[config.mk]
export PLATFORM = sky130hd
export DESIGN_NAME = pc_sequencer
export DESIGN_NICKNAME = d
export VERILOG_FILES = /design/src/rtl/xm23_pkg.sv /design/src/rtl/flush_timer.sv /design/src/rtl/pc_sequencer.sv
export SDC_FILE = /design/constraint.sdc
export NUM_CORES = 1
export LEC_CHECK = 0
export CAP_MARGIN = 40
export CORE_UTILIZATION = 30
export DETAILED_ROUTE_END_ITERATION = 10
export GPL_TIMING_DRIVEN = 1
export PLACE_DENSITY = 0.66
export SLEW_MARGIN = 20
export SYNTH_ARGS = -nofsm -noshare
export SYNTH_HDL_FRONTEND = slang
export SYNTH_SLANG_ARGS = --single-unit
export TNS_END_PERCENT = 20
[constraint.sdc]
create_clock -name clk -period 3.41 [get_ports clk]
set_input_delay 0.682 -clock clk [delete_from_list [all_inputs] [get_ports clk]]
set_output_delay 0.682 -clock clk [all_outputs]
set_load 0.02 [all_outputs]
[src/rtl/xm23_pkg.sv]
// Shared types and constants for the XM23 fetch-address sequencer.
// Holds the sequencer state encoding, PC width/step and a PC alignment helper.
package xm23_pkg;

  localparam int PC_W = 16;
  localparam logic [PC_W-1:0] PC_STEP = 16'd2;

  typedef enum logic [1:0] {
    ST_RUN   = 2'd0,
    ST_FLUSH = 2'd1,
    ST_HALT  = 2'd2
  } state_e;

  // Instruction fetches are halfword aligned, so redirect targets drop bit 0.
  function automatic logic [PC_W-1:0] align_pc(input logic [PC_W-1:0] addr);
    return {addr[PC_W-1:1], 1'b0};
  endfunction

endpackage

[src/rtl/flush_timer.sv]
// 3-bit down counter that times the bubble window after a redirect.
// load has priority over dec; the count saturates at zero.
module flush_timer (
  input  logic       clk,
  input  logic       rst,
  input  logic       load,
  input  logic       dec,
  input  logic [2:0] load_val,
  output logic       zero
);

  logic [2:0] cnt_d;
  logic [2:0] cnt_q;

  always_comb begin
    cnt_d = cnt_q;
    if (load) begin
      cnt_d = load_val;
    end else if (dec && (cnt_q != 3'd0)) begin
      cnt_d = cnt_q - 3'd1;
    end
  end

  always_ff @(posedge clk) begin
    if (rst) begin
      cnt_q <= 3'd0;
    end else begin
      cnt_q <= cnt_d;
    end
  end

  assign zero = (cnt_q == 3'd0);

endmodule

[src/rtl/pc_sequencer.sv]
// Fetch-address sequencer: picks the next PC from redirects, interrupts, halts
// and stalls, and drives the pipeline hold and bubble-insert controls.
module pc_sequencer
  import xm23_pkg::*;
#(
  parameter int               FLUSH_CYCLES = 2,
  parameter logic [PC_W-1:0]  RESET_PC     = 16'h0000
) (
  input  logic            clk,
  input  logic            rst,
  input  logic [PC_W-1:0] true_PC,
  input  logic [7:0]      stall_req,
  input  logic            branch_taken,
  input  logic [PC_W-1:0] branch_target,
  input  logic            branch_fail,
  input  logic [PC_W-1:0] LBPC,
  input  logic            irq_req,
  input  logic [PC_W-1:0] irq_vector,
  input  logic            halt_req,
  input  logic            resume,
  output logic [PC_W-1:0] PC_next,
  output logic [7:0]      stall_out,
  output logic            flush_if_id,
  output logic            flush_id_ex,
  output logic            irq_ack,
  output logic [1:0]      state_dbg
);

  localparam logic [2:0] FLUSH_LOAD = 3'(FLUSH_CYCLES - 1);

  state_e          state_d;
  state_e          state_q;
  logic            tmr_load;
  logic            tmr_dec;
  logic            tmr_zero;
  logic [PC_W-1:0] pc_seq;

  assign pc_seq = true_PC + PC_STEP;

  flush_timer u_flush_timer (
    .clk      (clk),
    .rst      (rst),
    .load     (tmr_load),
    .dec      (tmr_dec),
    .load_val (FLUSH_LOAD),
    .zero     (tmr_zero)
  );

  always_comb begin
    state_d     = state_q;
    tmr_load    = 1'b0;
    tmr_dec     = 1'b0;
    PC_next     = pc_seq;
    stall_out   = 8'h00;
    flush_if_id = 1'b0;
    flush_id_ex = 1'b0;
    irq_ack     = 1'b0;

    if (rst) begin
      state_d     = ST_RUN;
      PC_next     = RESET_PC;
      flush_if_id = 1'b1;
      flush_id_ex = 1'b1;
    end else begin
      unique case (state_q)
        ST_RUN: begin
          stall_out = stall_req;
          if (branch_fail) begin
            PC_next  = align_pc(LBPC);
            state_d  = ST_FLUSH;
            tmr_load = 1'b1;
          end else if (irq_req) begin
            PC_next  = irq_vector;
            irq_ack  = 1'b1;
            state_d  = ST_FLUSH;
            tmr_load = 1'b1;
          end else if (halt_req) begin
            PC_next = true_PC;
            state_d = ST_HALT;
          end else if (|stall_req) begin
            // The upstream stage keeps any pending branch until the stall clears.
            PC_next = true_PC;
          end else if (branch_taken) begin
            PC_next = align_pc(branch_target);
          end
        end

        ST_FLUSH: begin
          flush_if_id = 1'b1;
          flush_id_ex = 1'b1;
          if (branch_fail) begin
            PC_next  = align_pc(LBPC);
            tmr_load = 1'b1;
          end else if (tmr_zero) begin
            state_d = ST_RUN;
          end else begin
            tmr_dec = 1'b1;
          end
        end

        ST_HALT: begin
          stall_out = stall_req | 8'h80;
          PC_next   = true_PC;
          if (branch_fail) begin
            PC_next  = align_pc(LBPC);
            state_d  = ST_FLUSH;
            tmr_load = 1'b1;
          end else if (resume) begin
            state_d = ST_RUN;
          end
        end

        default: begin
          state_d = ST_RUN;
        end
      endcase
    end
  end

  always_ff @(posedge clk) begin
    if (rst) begin
      state_q <= ST_RUN;
    end else begin
      state_q <= state_d;
    end
  end

  assign state_dbg = state_q;

endmodule

### Word-level counts from Yosys, hierarchy flattened

Cells that the tools add are included.

| storage, ports and cells | value |
|---|---|
| flip-flop bits (word level) | 5 |
| latch bits | 0 |
| RAM bits | 0 |
| ROM bits | 0 |
| bits of input ports | 79 |
| output and inout bits | 29 |
| logic and storage cells | 55 |
| memories | 0 |

| operators by class | value |
|---|---|
| add/subtract/negate cells | 2 |
| multipliers | 0 |
| div/mod/pow operators | 0 |
| order comparisons | 0 |
| eq/ne operators | 6 |
| shifts and indexed selects | 0 |
| muxes and demuxes | 35 |
| bitwise operators | 0 |
| reduce and logical (&&, ||, !) cells | 9 |

Operators with widths:

| kind | number |
|---|---|
| 16-bit two-way mux | 8 |
| 16-bit one-hot mux with 3 select lines | 1 |
| 16-bit by 2-bit adder with 16-bit output (second input constant) | 1 |
| 8-bit one-hot mux with 2 select lines | 1 |
| 1-bit two-way mux | 15 |
| 2-bit two-way mux | 7 |
| 8-bit two-way mux | 1 |
| 8-bit OR reduction | 1 |
| 2-bit one-hot mux with 3 select lines | 1 |
| 2-bit != test (second input constant) | 2 |
| 4-bit != test (second input constant) | 1 |
| 4-bit AND reduction | 1 |
| 2-bit OR reduction | 2 |
| 3-bit zero test | 1 |
| 3-bit != test (second input constant) | 1 |
| 3-bit nonzero test | 1 |
| 3-bit by 1-bit subtractor with 3-bit output (second input constant) | 1 |
| 2-bit by 1-bit == test with 1-bit output (second input constant) | 1 |
| 2-bit == test (second input constant) | 1 |
| 2-bit zero test | 1 |
| 1-bit one-hot mux with 2 select lines | 1 |
| 2-bit nonzero test | 1 |
| 1-bit logical AND | 1 |

### Depth between registers and ports, before layout

| logic depth | value |
|---|---|
| depth after elaboration | 8 |
| mapped depth | 8 |
| depth with buffers taken out | 7 |

### Cells and area by module

Synthesis repeated with hierarchy kept, for this count alone.

| second synthesis, totals | value |
|---|---|
| cell total of the unflattened synthesis | 316 |
| area, all modules | 2065.7 um^2 |

By module, submodules not included:

| module | times used | cells an instance | area an instance (um^2) | seq. area each (um^2) |
|---|---|---|---|---|
| pc_sequencer | 1 | 295 | 1883.1 | 40.0 |
| flush_timer | 1 | 21 | 182.7 | 60.1 |

### Worst setup path after synthesis

OpenSTA, ideal clock, no wires.

| timing | value |
|---|---|
| path kind | input to output |
| start | in stall_req[4] |
| end | out PC_next[14] |
| data arrival time | 2.882 ns |
| required time | 2.728 ns |
| slack | -0.154 ns |
| stages on the path | 5 |
| path buffers | 1 |
| cells stage by stage | or4_1 or3_1 clkbuf_1 o31a_1 o41ai_1 |

| on the way | value |
|---|---|
| word-level cells in the longest chain between the ends | 7 |

RTL lines:

| what | line | source |
|---|---|---|
| start, declared | pc_sequencer.sv:12 | `input logic [7:0] stall_req,` |
| 8-bit OR reduction | pc_sequencer.sv:80 | `end else if (\|stall_req) begin` |
| 16-bit two-way mux | pc_sequencer.sv:80 |  |
| 16-bit two-way mux | pc_sequencer.sv:77 | `end else if (halt_req) begin` |
| 16-bit two-way mux | pc_sequencer.sv:72 | `end else if (irq_req) begin` |
| 16-bit two-way mux | pc_sequencer.sv:68 | `if (branch_fail) begin` |
| 16-bit one-hot mux with 3 select lines | pc_sequencer.sv:65 | `unique case (state_q)` |
| 16-bit two-way mux | pc_sequencer.sv:59 | `if (rst) begin` |
| end, declared | pc_sequencer.sv:21 | `output logic [PC_W-1:0] PC_next,` |

No other way between the ends.

### Worst setup path after layout

| timing | value |
|---|---|
| start | in stall_req[7] |
| end | out PC_next[8] |

Same word-level chain as after synthesis.

==> summary.md <==
| Metric | Value |
|---|---|
| CTS tree | `done` |
| Post-route ant nets | `0` |
| Int Pwr | `442 uW` |
| Clock power share | `13.3%` |
| Fin crit period | `3.40 ns` |
| Ratio of final minimum period to clock period | `99.7%` |
| Part of the Yosys area used for sequential elements | `5.28%` |
| Io pins | `108` |
| Area share of the largest cell type after synthesis | `10.0%` |
| Nets | `534` |
| Starting density of the core | `31.5%` |
| Clock buffer count from CTS | `3` |
| Post-DP HPWL | `6750 microns` |
| Comb power frac | `78.2%` |
| Worst vdd ir | `0.319 mV` |
| Initial antenna violation count | `0` |
| Clock slew at reported path FFs | `0.03 ns` |
| Worst path top cell family by delay | `simple AND/OR/NAND/NOR gates` |
| Status | `completed` |
| Vias per cell | `5.74` |
| Root buf cell | `clkbuf_8` |
| Largest net degree at the start of global routing | `24` |
| Worst Path Arrival | `2.72 ns` |
| CP endpoint kind | `output port` |
| Clock skew | `0.00163 ns` |
| Power Total | `809 uW` |
| CORE AREA | `0.00603 sq mm` |
| Die area | `0.00664 sq mm` |
| Most frequent cells after synthesis | `o21ai_0, nor2_1, clkbuf_1` |
| RSZ-0062 raised after global routing | `true` |
| Area of the multi-input gates | `0.00168 sq mm` |
| Final Slew Violations | `0` |
| Largest cells by area after synthesis | `o21ai_0, nor2_1, a221oi_1` |
| Ratio of cells with drive above 1 in the final layout | `21.3%` |
| Number of flops mapped to enable cells by yosys | `0` |
| CP bufs+invs | `2` |
| Crit path top cell by count | `or4_4` |
| Final hold violation count | `0` |
| Reg2reg setup slack | `1.15 ns` |
| Max-Cap Viols | `0` |
| Die height | `81.5 microns` |
| First-pass GRT wire length | `13100 microns` |
| Setup TNS | `0 ns` |
| Final WL | `8740 microns` |
| Die width | `81.5 microns` |
| TritonCTS Sinks | `5` |
| Via count | `2994` |
| Crit path kind | `in -> out` |
| CP max stage delay | `0.55 ns` |
| Post-CTS Hold Fix Bufs | `0` |
| Yosys reg bits | `5` |
| DRC | `0` |
| Hold Path Class | `reg -> reg` |
| First-pass iteration count of the detailed router | `6` |
| Ys async rst share | `0%` |
| Most frequent cell after synthesis | `o21ai_0` |
| Longest Clk Path Bufs | `2` |
| Slew HR | `62.4%` |
| Syn avg cell area | `6.28 sq um` |
| Synthesis-to-layout area growth | `81.4%` |
| Leading area contributor after synthesis | `o21ai_0` |
| Antenna Cells | `0` |
| Grt ovf | `0` |
| CTS H-tree depth | `1` |
| Post-DP Area | `0.00340 sq mm` |
| # port buffers | `105` |
| Post-synth cell types | `54` |
| Number of global-route vias before repair | `2861` |
| WHS | `0.523 ns` |
| Largest fanout on the critical path | `5` |
| Synth Warn # | `0` |
| Synth Net Count | `388` |
| Tot GR Track Use | `25.3%` |
| Critical Path RT | `2.73 ns` |
| Critical path launch point type | `input pin` |
| Worst-path cell chain | `clkdlybuf4s15_1, or4_4, or4_4, a221o_1, a32oi_1, nor3_1, buf_2` |
| # setup viols final | `0` |
| Sequential share of power | `8.4%` |
| Post-synth top flop | `dfxtp_1` |
| Sw Pwr | `367 uW` |
| Layout fillers | `610` |
| DR WL/cell | `16.7 microns` |
| Slew at the pin closest to its max-slew limit | `0.559 ns` |
| Leakage | `1.36 nW` |
| FP Rows | `28` |
| Cells after Synth | `302` |
| Seq. cell area | `100 sq um` |
| Worst-Skew Late Latency | `0.22 ns` |
| Pwr Density | `235 mW/mm^2` |
| First DRT Iteration DRCs | `264` |
| CP max stage cell | `or4_4` |
| Cell Area, Synth | `0.00190 sq mm` |
| Fin area | `0.00344 sq mm` |
| RD Place Congestion | `0.927` |
| Sw Share | `45.4%` |
| Max frequency | `294 MHz` |
[sequential cells by signal, indices dropped and copies added, names as in the netlist]
signal and count:
u_flush_timer.cnt_q 3, state_dbg 2
[power by group through the flow]
stage / Sequential [mW] / Combinational, mW / Clock [mW]
after floorplan: 0.0753 / 0.321 / 0
after global placement: 0.0689 / 0.640 / 0
after detailed placement: 0.0690 / 0.645 / 0
after CTS: 0.0683 / 0.624 / 0.111
after global routing: 0.0691 / 0.679 / 0.115
final: 0.0682 / 0.633 / 0.108
[cell usage in the layout, fill, tap and decap left out, types with 3 or more instances in the layout]
cell type	instances
buf_6	3
nor2b_1	3
dfxtp_1	5
a21oi_1	16
nand2_1	18
clkbuf_8	3
and2_1	7
o32ai_1	6
xnor2_1	11
a221oi_1	11
a211oi_1	3
o21ai_0	38
o31ai_1	5
a221o_1	3
or4_4	3
buf_4	64
clkdlybuf4s50_1	81
ha_1	7
clkdlybuf4s15_1	5
inv_1	15
mux2i_1	5
xor2_1	3
o211ai_1	4
buf_2	10
nand3_1	11
nand2b_1	11
nor3_1	11
dlygate4sd2_1	4
o21a_1	5
nor2_1	32
[kinds of logic (layout without fill, tap and decap cells)]
group / Yosys count / count (layout) / share of synthesized area, %
muxes: 5 / 5 / 2.64
DFF: 5 / 5 / 5.28
adders and majority gates: 7 / 7 / 4.62
xor gates and xnor gates: 14 / 14 / 6.46
and+or+nand+nor: 113 / 113 / 30.9
AOI/OAI and AO/OA: 115 / 115 / 41.0
buffers and inverters: 43 / 188 / 9.10
[area by class of cell]
cell class                      instances  share of cell area [%]
Tap cell                               75                    2.73
Multi-Input combinational cell        254                    48.7
Sequential cell                         5                    2.91
Clock buffer                            4                    1.31
Inverter                               15                    1.64
Timing Repair Buffer                  169                    42.7
[per-layer routing]
layer	track usage, %	vias to the layer above	share of wire [%]
met2	43.7	157	48
met4	6.79	0	2.0
li1	-	1419	-
met5	0	-	0
met1	33.1	1397	43
met3	2.56	21	7.7
[metrics by stage]
stage	util (%)	cells	setup slack, ns
floorplan	-	302	0.0431
global placement	56.4	516	-0.721
detailed placement	56.4	516	-0.736
CTS	56.9	522	0.0122
global route	57.1	522	-0.0910
finish	57.1	522	0.0102
[worst reg2reg max path: stages, from the launching register on]
cell and delay [ns]:
dfxtp_1 0.32, buf_4 0.13, ha_1 0.41, inv_1 0.26, nor4_1 0.54, nor2_1 0.08, a2111oi_0 0.39
[final timing paths]
path                                       startpoint                                  end  cells after the start
setup / recovery                         stall_req[7]                           PC_next[8]                      7
hold / removal    u_flush_timer.cnt_q[1]$_SDFFE_PP0P_  u_flush_timer.cnt_q[1]$_SDFFE_PP0P_                      2
setup reg to reg            state_dbg[0]$_SDFFE_PP0P_  u_flush_timer.cnt_q[1]$_SDFFE_PP0P_                      6
hold reg to reg   u_flush_timer.cnt_q[1]$_SDFFE_PP0P_  u_flush_timer.cnt_q[1]$_SDFFE_PP0P_                      2
[timing repair]
item	4_1_cts	5_1_grt
gates resized for setup	84	12
pin swaps	7	1
setup buffers	2	0
setup endpoints to repair	16	13
Power figures use the tool's default switching activity.
